`src/rtl/stack_req_arbiter.sv`:
```
// Two-requester round-robin front end for a shared stack datapath.
// Tracks stack occupancy and rejects ops that would overflow or underflow before issuing them.
module stack_req_arbiter #(
    parameter int DATA_WIDTH = 32,
    parameter int DEPTH      = 3,
    parameter int LAT        = 2
) (
    input  logic                          clk,
    input  logic                          rst_n,
    input  logic                          req0_vld,
    input  logic [1:0]                    req0_op,
    input  logic [DATA_WIDTH-1:0]         req0_data,
    output logic                          req0_rdy,
    output logic                          rsp0_vld,
    output logic                          rsp0_err,
    output logic [DATA_WIDTH-1:0]         rsp0_data,
    input  logic                          req1_vld,
    input  logic [1:0]                    req1_op,
    input  logic [DATA_WIDTH-1:0]         req1_data,
    output logic                          req1_rdy,
    output logic                          rsp1_vld,
    output logic                          rsp1_err,
    output logic [DATA_WIDTH-1:0]         rsp1_data,
    output logic                          stk_en,
    output logic [1:0]                    stk_ctl,
    output logic [DATA_WIDTH-1:0]         stk_din,
    input  logic [DATA_WIDTH-1:0]         stk_dout,
    output logic [$clog2(DEPTH+1)-1:0]    o_occ,
    output logic                          o_busy
);
    localparam int OCC_W  = $clog2(DEPTH + 1);
    localparam int HALF_W = DATA_WIDTH / 2;

    localparam logic [1:0] OP_POP        = 2'b00;
    localparam logic [1:0] OP_PUSH_H     = 2'b01;
    localparam logic [1:0] OP_PUSH_W     = 2'b10;
    localparam logic [1:0] OP_PUSH_SPLIT = 2'b11;

    typedef enum logic [1:0] {
        IDLE  = 2'b00,
        ISSUE = 2'b01,
        WAIT  = 2'b10,
        RESP  = 2'b11
    } state_t;

    state_t          state_r;
    logic            rr_ptr_r;
    logic            id_r;
    logic [1:0]      op_r;
    logic [2:0]      cnt_r;
    logic            gnt_vld_s;
    logic            gnt_id_s;
    logic [1:0]      gnt_op_s;
    logic [DATA_WIDTH-1:0] gnt_data_s;
    logic [DATA_WIDTH-1:0] pop_word_s;

    function automatic logic op_legal(input logic [1:0] op, input logic [OCC_W-1:0] occ);
        int occ_i;
        occ_i = int'(occ);
        case (op)
            OP_POP:               op_legal = (occ_i >= 1);
            OP_PUSH_H, OP_PUSH_W: op_legal = (occ_i <= DEPTH - 1);
            OP_PUSH_SPLIT:        op_legal = (occ_i <= DEPTH - 2);
            default:              op_legal = 1'b0;
        endcase
    endfunction

    function automatic logic [DATA_WIDTH-1:0] form_operand(input logic [1:0] op,
                                                           input logic [DATA_WIDTH-1:0] data);
        case (op)
            OP_PUSH_H:                form_operand = {{(DATA_WIDTH-HALF_W){1'b0}}, data[HALF_W-1:0]};
            OP_PUSH_W, OP_PUSH_SPLIT: form_operand = data;
            default:                  form_operand = {DATA_WIDTH{1'b0}};
        endcase
    endfunction

    function automatic logic [OCC_W-1:0] occ_after(input logic [1:0] op, input logic [OCC_W-1:0] occ);
        case (op)
            OP_POP:               occ_after = occ - OCC_W'(1);
            OP_PUSH_H, OP_PUSH_W: occ_after = occ + OCC_W'(1);
            OP_PUSH_SPLIT:        occ_after = occ + OCC_W'(2);
            default:              occ_after = occ;
        endcase
    endfunction

    // Grant selection: a lone requester wins, contention goes to rr_ptr_r.
    always_comb begin
        gnt_vld_s = 1'b0;
        gnt_id_s  = 1'b0;
        if (state_r == IDLE) begin
            if (req0_vld && req1_vld) begin
                gnt_vld_s = 1'b1;
                gnt_id_s  = rr_ptr_r;
            end else if (req0_vld) begin
                gnt_vld_s = 1'b1;
                gnt_id_s  = 1'b0;
            end else if (req1_vld) begin
                gnt_vld_s = 1'b1;
                gnt_id_s  = 1'b1;
            end else begin
                gnt_vld_s = 1'b0;
            end
        end else begin
            gnt_vld_s = 1'b0;
        end
    end

    assign gnt_op_s   = gnt_id_s ? req1_op : req0_op;
    assign gnt_data_s = gnt_id_s ? req1_data : req0_data;
    assign req0_rdy   = gnt_vld_s & ~gnt_id_s;
    assign req1_rdy   = gnt_vld_s & gnt_id_s;
    assign pop_word_s = (op_r == OP_POP) ? stk_dout : {DATA_WIDTH{1'b0}};

    // Op sequencer: grant, issue strobe, settle countdown, one-cycle response.
    always_ff @(posedge clk or negedge rst_n) begin
        if (!rst_n) begin
            state_r   <= IDLE;
            rr_ptr_r  <= 1'b0;
            id_r      <= 1'b0;
            op_r      <= 2'b00;
            cnt_r     <= 3'd0;
            o_occ     <= {OCC_W{1'b0}};
            o_busy    <= 1'b0;
            stk_en    <= 1'b0;
            stk_ctl   <= 2'b00;
            stk_din   <= {DATA_WIDTH{1'b0}};
            rsp0_vld  <= 1'b0;
            rsp0_err  <= 1'b0;
            rsp0_data <= {DATA_WIDTH{1'b0}};
            rsp1_vld  <= 1'b0;
            rsp1_err  <= 1'b0;
            rsp1_data <= {DATA_WIDTH{1'b0}};
        end else begin
            case (state_r)
                IDLE: begin
                    if (gnt_vld_s) begin
                        id_r     <= gnt_id_s;
                        op_r     <= gnt_op_s;
                        rr_ptr_r <= ~gnt_id_s;
                        o_busy   <= 1'b1;
                        if (op_legal(gnt_op_s, o_occ)) begin
                            stk_en  <= 1'b1;
                            stk_ctl <= gnt_op_s;
                            stk_din <= form_operand(gnt_op_s, gnt_data_s);
                            state_r <= ISSUE;
                        end else begin
                            // Rejected ops skip the stack entirely and answer next cycle.
                            if (gnt_id_s) begin
                                rsp1_vld  <= 1'b1;
                                rsp1_err  <= 1'b1;
                                rsp1_data <= {DATA_WIDTH{1'b0}};
                            end else begin
                                rsp0_vld  <= 1'b1;
                                rsp0_err  <= 1'b1;
                                rsp0_data <= {DATA_WIDTH{1'b0}};
                            end
                            state_r <= RESP;
                        end
                    end else begin
                        o_busy <= 1'b0;
                    end
                end
                ISSUE: begin
                    stk_en  <= 1'b0;
                    stk_ctl <= 2'b00;
                    stk_din <= {DATA_WIDTH{1'b0}};
                    o_occ   <= occ_after(op_r, o_occ);
                    cnt_r   <= 3'(LAT - 1);
                    state_r <= WAIT;
                end
                WAIT: begin
                    if (cnt_r == 3'd0) begin
                        if (id_r) begin
                            rsp1_vld  <= 1'b1;
                            rsp1_err  <= 1'b0;
                            rsp1_data <= pop_word_s;
                        end else begin
                            rsp0_vld  <= 1'b1;
                            rsp0_err  <= 1'b0;
                            rsp0_data <= pop_word_s;
                        end
                        state_r <= RESP;
                    end else begin
                        cnt_r <= cnt_r - 3'd1;
                    end
                end
                RESP: begin
                    rsp0_vld  <= 1'b0;
                    rsp0_err  <= 1'b0;
                    rsp0_data <= {DATA_WIDTH{1'b0}};
                    rsp1_vld  <= 1'b0;
                    rsp1_err  <= 1'b0;
                    rsp1_data <= {DATA_WIDTH{1'b0}};
                    o_busy    <= 1'b0;
                    state_r   <= IDLE;
                end
                default: begin
                    state_r <= IDLE;
                end
            endcase
        end
    end
endmodule

```
`config.mk`:
```
export PLATFORM = sky130hd
export DESIGN_NAME = stack_req_arbiter
export DESIGN_NICKNAME = d
export VERILOG_FILES = /design/src/rtl/stack_req_arbiter.sv
export SDC_FILE = /design/constraint.sdc
export NUM_CORES = 1
export LEC_CHECK = 0
export ABC_AREA = 0
export ABC_CLOCK_PERIOD_IN_PS = 6000
export CAP_MARGIN = 20
export CORE_ASPECT_RATIO = 0.8
export CORE_MARGIN = 10
export CORE_UTILIZATION = 45
export CTS_CLUSTER_DIAMETER = 40
export DETAILED_ROUTE_END_ITERATION = 10
export PLACE_DENSITY_LB_ADDON = 0.3
export SYNTH_ARGS = -nofsm -noshare
export SYNTH_HDL_FRONTEND = slang
export SYNTH_SLANG_ARGS = --single-unit
```
`constraint.sdc`:
```
create_clock -name clk -period 6 [get_ports clk]
set_input_delay 1.2 -clock clk [delete_from_list [all_inputs] [get_ports clk]]
set_output_delay 1.2 -clock clk [all_outputs]
set_load 0.05 [all_outputs]
```
==> results.ini, run 1 <==
[sta]
max_freq_mhz=206.4
hold_ws_ns=0.4881
tightest_slew_ns=1.050
fin_crit_ns=4.844
setup_violations=0
timing.final.crit_share=0.8074
slew_headroom=0.2997
finalHoldViolations=0
setup_tns_ns=0
drv_slew=0
setup_slack_ns=1.156
skew_ns=0.006595
rsz0062_at_grt=no

[synthesis]
synth_compound_area_frac=0.1321
mappedNetlistArea_um2=5597
muxShareOfSynthArea=0.1920
yosys_register_bits=115
synth.net_count=558
yosys-top-cells-area=dfrtp_1 51%, mux2_4 7.8%, mux2_2 5.2%
syn-instance-count=439
yosys.area_share.adder=0.03353
synth_xor_area_frac=0
synthSimpleGateAreaFrac=0.07825
synth_top_area_share=0.5142
yosysSeqAreaShare=0.5142
ys.flop_type=dfrtp_1
synth_common_cells=115 x dfrtp_1, 33 x and3_1, 32 x o2bb2ai_1
async_flop_share=1.000
synth_area_leader_cell=dfrtp_1
synth_cell_type_count=46
avgSynthCellArea_um2=12.75
synth_most_common_cell=dfrtp_1
synth_edf_count=0
synth_warnings=0
synth_top_family_by_area=multiplexers

[cts]
clock_path_buffers=2
clock_latency_ns=0.40
cts_htree_levels=4
tritoncts=built
cts_num_sinks=115
cts.hold.buffers_added=0
cts_root_buf=clkbuf_16
cts_setup_buffers=0
cts_buffers=17
cts_resized=0
clk_pin_slew_worst_paths_ns=0.05

[setup_path]
crit_path_end_kind=flip-flop
crit_fanout=20
ff2ff_path_depth=13
arrival_ns=5.13
critPathKind=in2reg
timing.rr.end=rsp0_data[28]
worstSetupStartpointType=primary input
worstPathRequired_ns=6.28
reg2reg_slack_ns=1.40
r2r_start=state_r[0]

[global_routing]
overflow=0
antenna_found_initial=0
grtUsageTotal=0.1957
use_met2=0.2939
use_met1=0.2346
grt_max_degree=61
top_usage_layer=met2
use_met3=0.1048
grt_pass1_vias=4779
grt_pass1_wl_um=26630

[placement]
dp_hpwl_um=12100
dp.cells=779
port-buffer-count=211
gp_congestion=0.8915
place_ws_ns=0.7600

[final_layout]
multiInputGateArea_um2=2441
area_growth_pct=48.47
register_area_um2=2878
fill_cells=864
fin_util=0.6832
final_nets=765
drive_gt1_frac=0.1563
n_antenna_cell=0
finalNonFillerCells=811

[floorplanning]
start_util=0.4602
core_area_um2=12160
io-pin-count=212
die_h_um=119.7
die-area_um2=17330
fp.dieW_um=144.7
rows=36

[routing]
antenna_left=0
via_per_inst=5.407
route.detailed.drc=0
first_pass_iters=4
num_vias=4385
drtIter0Drc=251
route.detailed.wl_per_inst_um=20.51
wirelength_um=16630

[outcome]
status=completed

[hold_path]
whs_endpoint=stk_din[30]
worstHoldPathCells=1
min_from=stk_din[30]
hold_class=reg2reg

[flow_run]
maxCapViolCount=0

[power_and_ir_drop]
pwr_density_cell_nw_per_um2=642.8
max-vdd-ir-drop_v=0.0003117
leakage_nw=3.865

-- flip-flops by register name (all words and copies together), names as in the netlist --
register / cells
rsp0_err: 1
op_r: 2
rsp1_err: 1
o_busy: 1
cnt_r: 3
id_r: 1
rsp1_vld: 1
rsp1_data: 32
stk_en: 1
stk_din: 32
state_r: 2
rr_ptr_r: 1
stk_ctl: 2
rsp0_data: 32
rsp0_vld: 1
o_occ: 2
-- worst max-delay path, cell delays in order --
cell             delay [ns]
clkdlybuf4s50_1        0.53
nand2_1                0.40
or2_1                  0.39
inv_1                  0.09
mux2i_1                0.35
inv_1                  0.11
ha_1                   0.29
nor2_1                 0.07
a211oi_4               0.29
o2111a_2               0.69
buf_4                  0.33
mux2_2                 0.36
-- cell families after synthesis --
kind of cell	after synthesis
flops	115
compound gates	94
mux	88
simple gates	81
buf+inv	46
fa+ha+maj	15
-- where the power goes --
part           internal (mW)  switching, mW
combinational           1.16           1.93
sequential              1.09          0.202
clock                  0.630          0.338
total                   2.87           2.47
-- worst max path at each step --
| stage | startpoint | depth (start not counted) | endpoint |
|---|---|---|---|
| after detailed placement | req1_vld | 12 | rsp0_data[28] |
| after global placement | req1_vld | 12 | rsp0_data[28] |
| final | req1_vld | 12 | rsp0_data[28] |
| after floorplan | req0_vld | 13 | rsp0_data[10] |
| after CTS | req1_vld | 12 | rsp0_data[28] |
| after global routing | req1_vld | 12 | rsp0_data[28] |
-- through the flow --
| step | total power [mW] | cell area (um^2) |
|---|---|---|
| 2_1_floorplan | 3.525 | 5597 |
| 3_3_place_gp | 4.322 | 7729 |
| 3_5_place_dp | 4.380 | 7736 |
| 4_1_cts | 5.382 | 8309 |
| 5_1_grt | 5.616 | 8309 |
| 6_report | 5.342 | 8309 |
-- layer usage --
metal | routed length, um | up-vias
met2 | 7438 | 200
met5 | 0 | -
met3 | 2080 | 17
met4 | 257 | 0
met1 | 6858 | 2137
li1 | - | 2031
-- cells in the final DEF, fill, tap and decap left out, drive strengths merged, types with 14 or more instances in the layout --
cell,n
dfrtp,115
inv,14
o21ai,25
and3,33
mux2i,20
mux2,68
ha,15
nor3,17
clkdlybuf4s50,209
clkbuf,23
a31oi,16
o2bb2ai,32
nand2,15
-- final cells by class --
cell class,count,area share
sequential,115,0.3463
multi-input combinational,278,0.2938
tap,152,0.02289
inverter,14,0.006324
timing repair buffer,220,0.2617
clock buffer,23,0.05632
clock inverter,9,0.01265
(Power assumes the default switching activity.)
==> run 2, diff against run 1 <==
Settings changed: ABC_CLOCK_PERIOD_IN_PS 6000 to 4450, CORE_UTILIZATION 45 to 40.
Clock period 6 ns to 4.45 ns, I/O delays scaled along.
==> run 2 against run 1 <==
  * Wire length is 1.8% higher
  * Worst setup slack worse by 0.45 ns
  * Non-clock buffer count is 6 higher
  * Die area is 11% higher
  * Utilization is 6.1 points lower
  * Sequential power is 34% higher
  * Count of clock-buffer cells in the layout is 4 lower
  * Hold slack worse by 0.0016 ns
  * Combinational power is 38% higher
  * Global-route usage is 2.1 points lower
  * Register-to-register slack worse by 0.48 ns
  * Clock skew is 0.0064 ns higher
  * Critical path type unchanged
==> results.ini, run 2 (same netlist as run 1, synthesis figures left out) <==
[outcome]
status=completed

[power_and_ir_drop]
p_int_mw=4.070
swShare=0.4538
leakage_nw=3.945
max-vdd-ir-drop_v=0.0005325
p_seq_frac=0.232
pwr-share-clk=0.197
switchingPower_mw=3.381
p_comb_frac=0.571
pwr_density_cell_nw_per_um2=877.0

[hold_path]
min_from=stk_en
worstHoldPathCells=1
hold_class=reg2reg
whs_endpoint=stk_en

[final_layout]
drive_gt1_frac=0.1684
n_antenna_cell=0
area_growth_pct=51.80
final_nets=771
final_common_cell=clkdlybuf4s50_1
fin_util=0.6226
fill_cells=1037
mostFrequentLayoutCells=209 x clkdlybuf4s50_1, 115 x dfrtp_1, 33 x and3_1
reg_top3=rsp0_data (32), rsp1_data (32), stk_din (32)

[sta]
setup_tns_ns=0
slew_headroom=0.2990
setup_slack_ns=0.7056
drv_slew=0
tightest_slew_ns=1.052
fin_crit_ns=3.744
skew_ns=0.01300
rsz0062_at_grt=no
finalHoldViolations=0
setup_violations=0
max_freq_mhz=267.1
timing.final.crit_share=0.8414

[routing]
first_pass_iters=5
route.detailed.drc=0
antenna_left=0
via_per_inst=5.204
num_vias=4397
drtIter0Drc=220
route.detailed.wl_per_inst_um=20.05
wirelength_um=16940

[setup_path]
r2r_start=state_r[0]
crit_fanout=19
crit_chain=clkdlybuf4s50_1 -> nor2b_1 -> buf_4 -> nor3b_1 -> nor2_1 -> inv_1 -> ha_1 -> a211oi_4 -> o2111a_2 -> buf_12 -> mux2_4
worstPathRequired_ns=4.74
cp_slowest_cell=o2111a_2
path_delay_family=buffers and inverters
crit_path_end_kind=flip-flop
timing.rr.end=rsp0_data[14]
reg2reg_slack_ns=0.92
slowest_delay_ns=0.52
cp_num_buf_inv=4
worstSetupStartpointType=primary input
ff2ff_path_depth=13
cp-startpoint=req0_vld
critPathKind=in2reg
arrival_ns=4.03

[global_routing]
use_met2=0.2735
grt_pass1_wl_um=27310
antenna_found_initial=0
grt_max_degree=49
use_met3=0.07619
use_met1=0.2161
top_usage_layer=met2
grtUsageTotal=0.1744
grt_pass1_vias=4889
overflow=0

[cts]
clock_path_buffers=2
cts_root_buf=clkbuf_16
cts_setup_buffers=0
tritoncts=built
cts_num_sinks=115
cts.hold.buffers_added=0
cts_resized=0
cts_htree_levels=4
clk_pin_slew_worst_paths_ns=0.06
cts_buffers=17
clock_latency_ns=0.41

[floorplanning]
core_area_um2=13650
io-pin-count=212
die-area_um2=19150
die_h_um=125.8
rows=38
start_util=0.4101
fp.dieW_um=152.2

[flow_run]
maxCapViolCount=0

[placement]
port-buffer-count=211
dp_hpwl_um=12820
place_ws_ns=0.3194
gp_congestion=0.9882

run 2: how the worst max path moves through the flow:
stage / endpoint / slack (ns) / cells after the start
2_1_floorplan: rsp0_data[10] / 0.75 / 13
3_3_place_gp: rsp0_data[10] / 0.44 / 11
3_5_place_dp: rsp0_data[14] / 0.32 / 11
4_1_cts: rsp0_data[14] / 0.73 / 11
5_1_grt: rsp0_data[14] / 0.57 / 11
6_report: rsp0_data[14] / 0.71 / 11
run 2: area by class of cell:
| cell class | count | area, um^2 | area share |
|---|---|---|---|
| clock inverters | 13 | 198.9 | 0.02342 |
| flip-flops and latches | 115 | 2878 | 0.3387 |
| well taps | 180 | 225.2 | 0.02651 |
| inverters | 14 | 52.55 | 0.006186 |
| clock buffers | 19 | 442.9 | 0.05214 |
| multi-input cells | 278 | 2441 | 0.2873 |
| repair buffers | 226 | 2257 | 0.2657 |
run 2: per-stage QoR:
stage | total power, mW | instances | cell area [um^2] | hold WS [ns]
2_1_floorplan | 4.752 | 439 | 5597 | 0.4498
3_3_place_gp | 5.935 | 812 | 7846 | 0.4629
3_5_place_dp | 6.020 | 812 | 7846 | 0.4756
4_1_cts | 7.525 | 844 | 8488 | 0.4888
5_1_grt | 7.819 | 845 | 8496 | 0.5059
6_report | 7.450 | 845 | 8496 | 0.4864
run 2: per-layer routing:
layer,share of wire,vias up
li1,-,2046
met1,0.43,2144
met5,0,-
met4,0.0099,0
met3,0.096,14
met2,0.46,193
run 2: power groups by stage:
stage	clock [mW]	combinational (mW)	sequential [mW]
2_1_floorplan	0	1.77	2.98
6_report	1.46	4.26	1.73
5_1_grt	1.55	4.49	1.78
4_1_cts	1.50	4.30	1.73
3_5_place_dp	0	4.28	1.74
3_3_place_gp	0	4.21	1.72
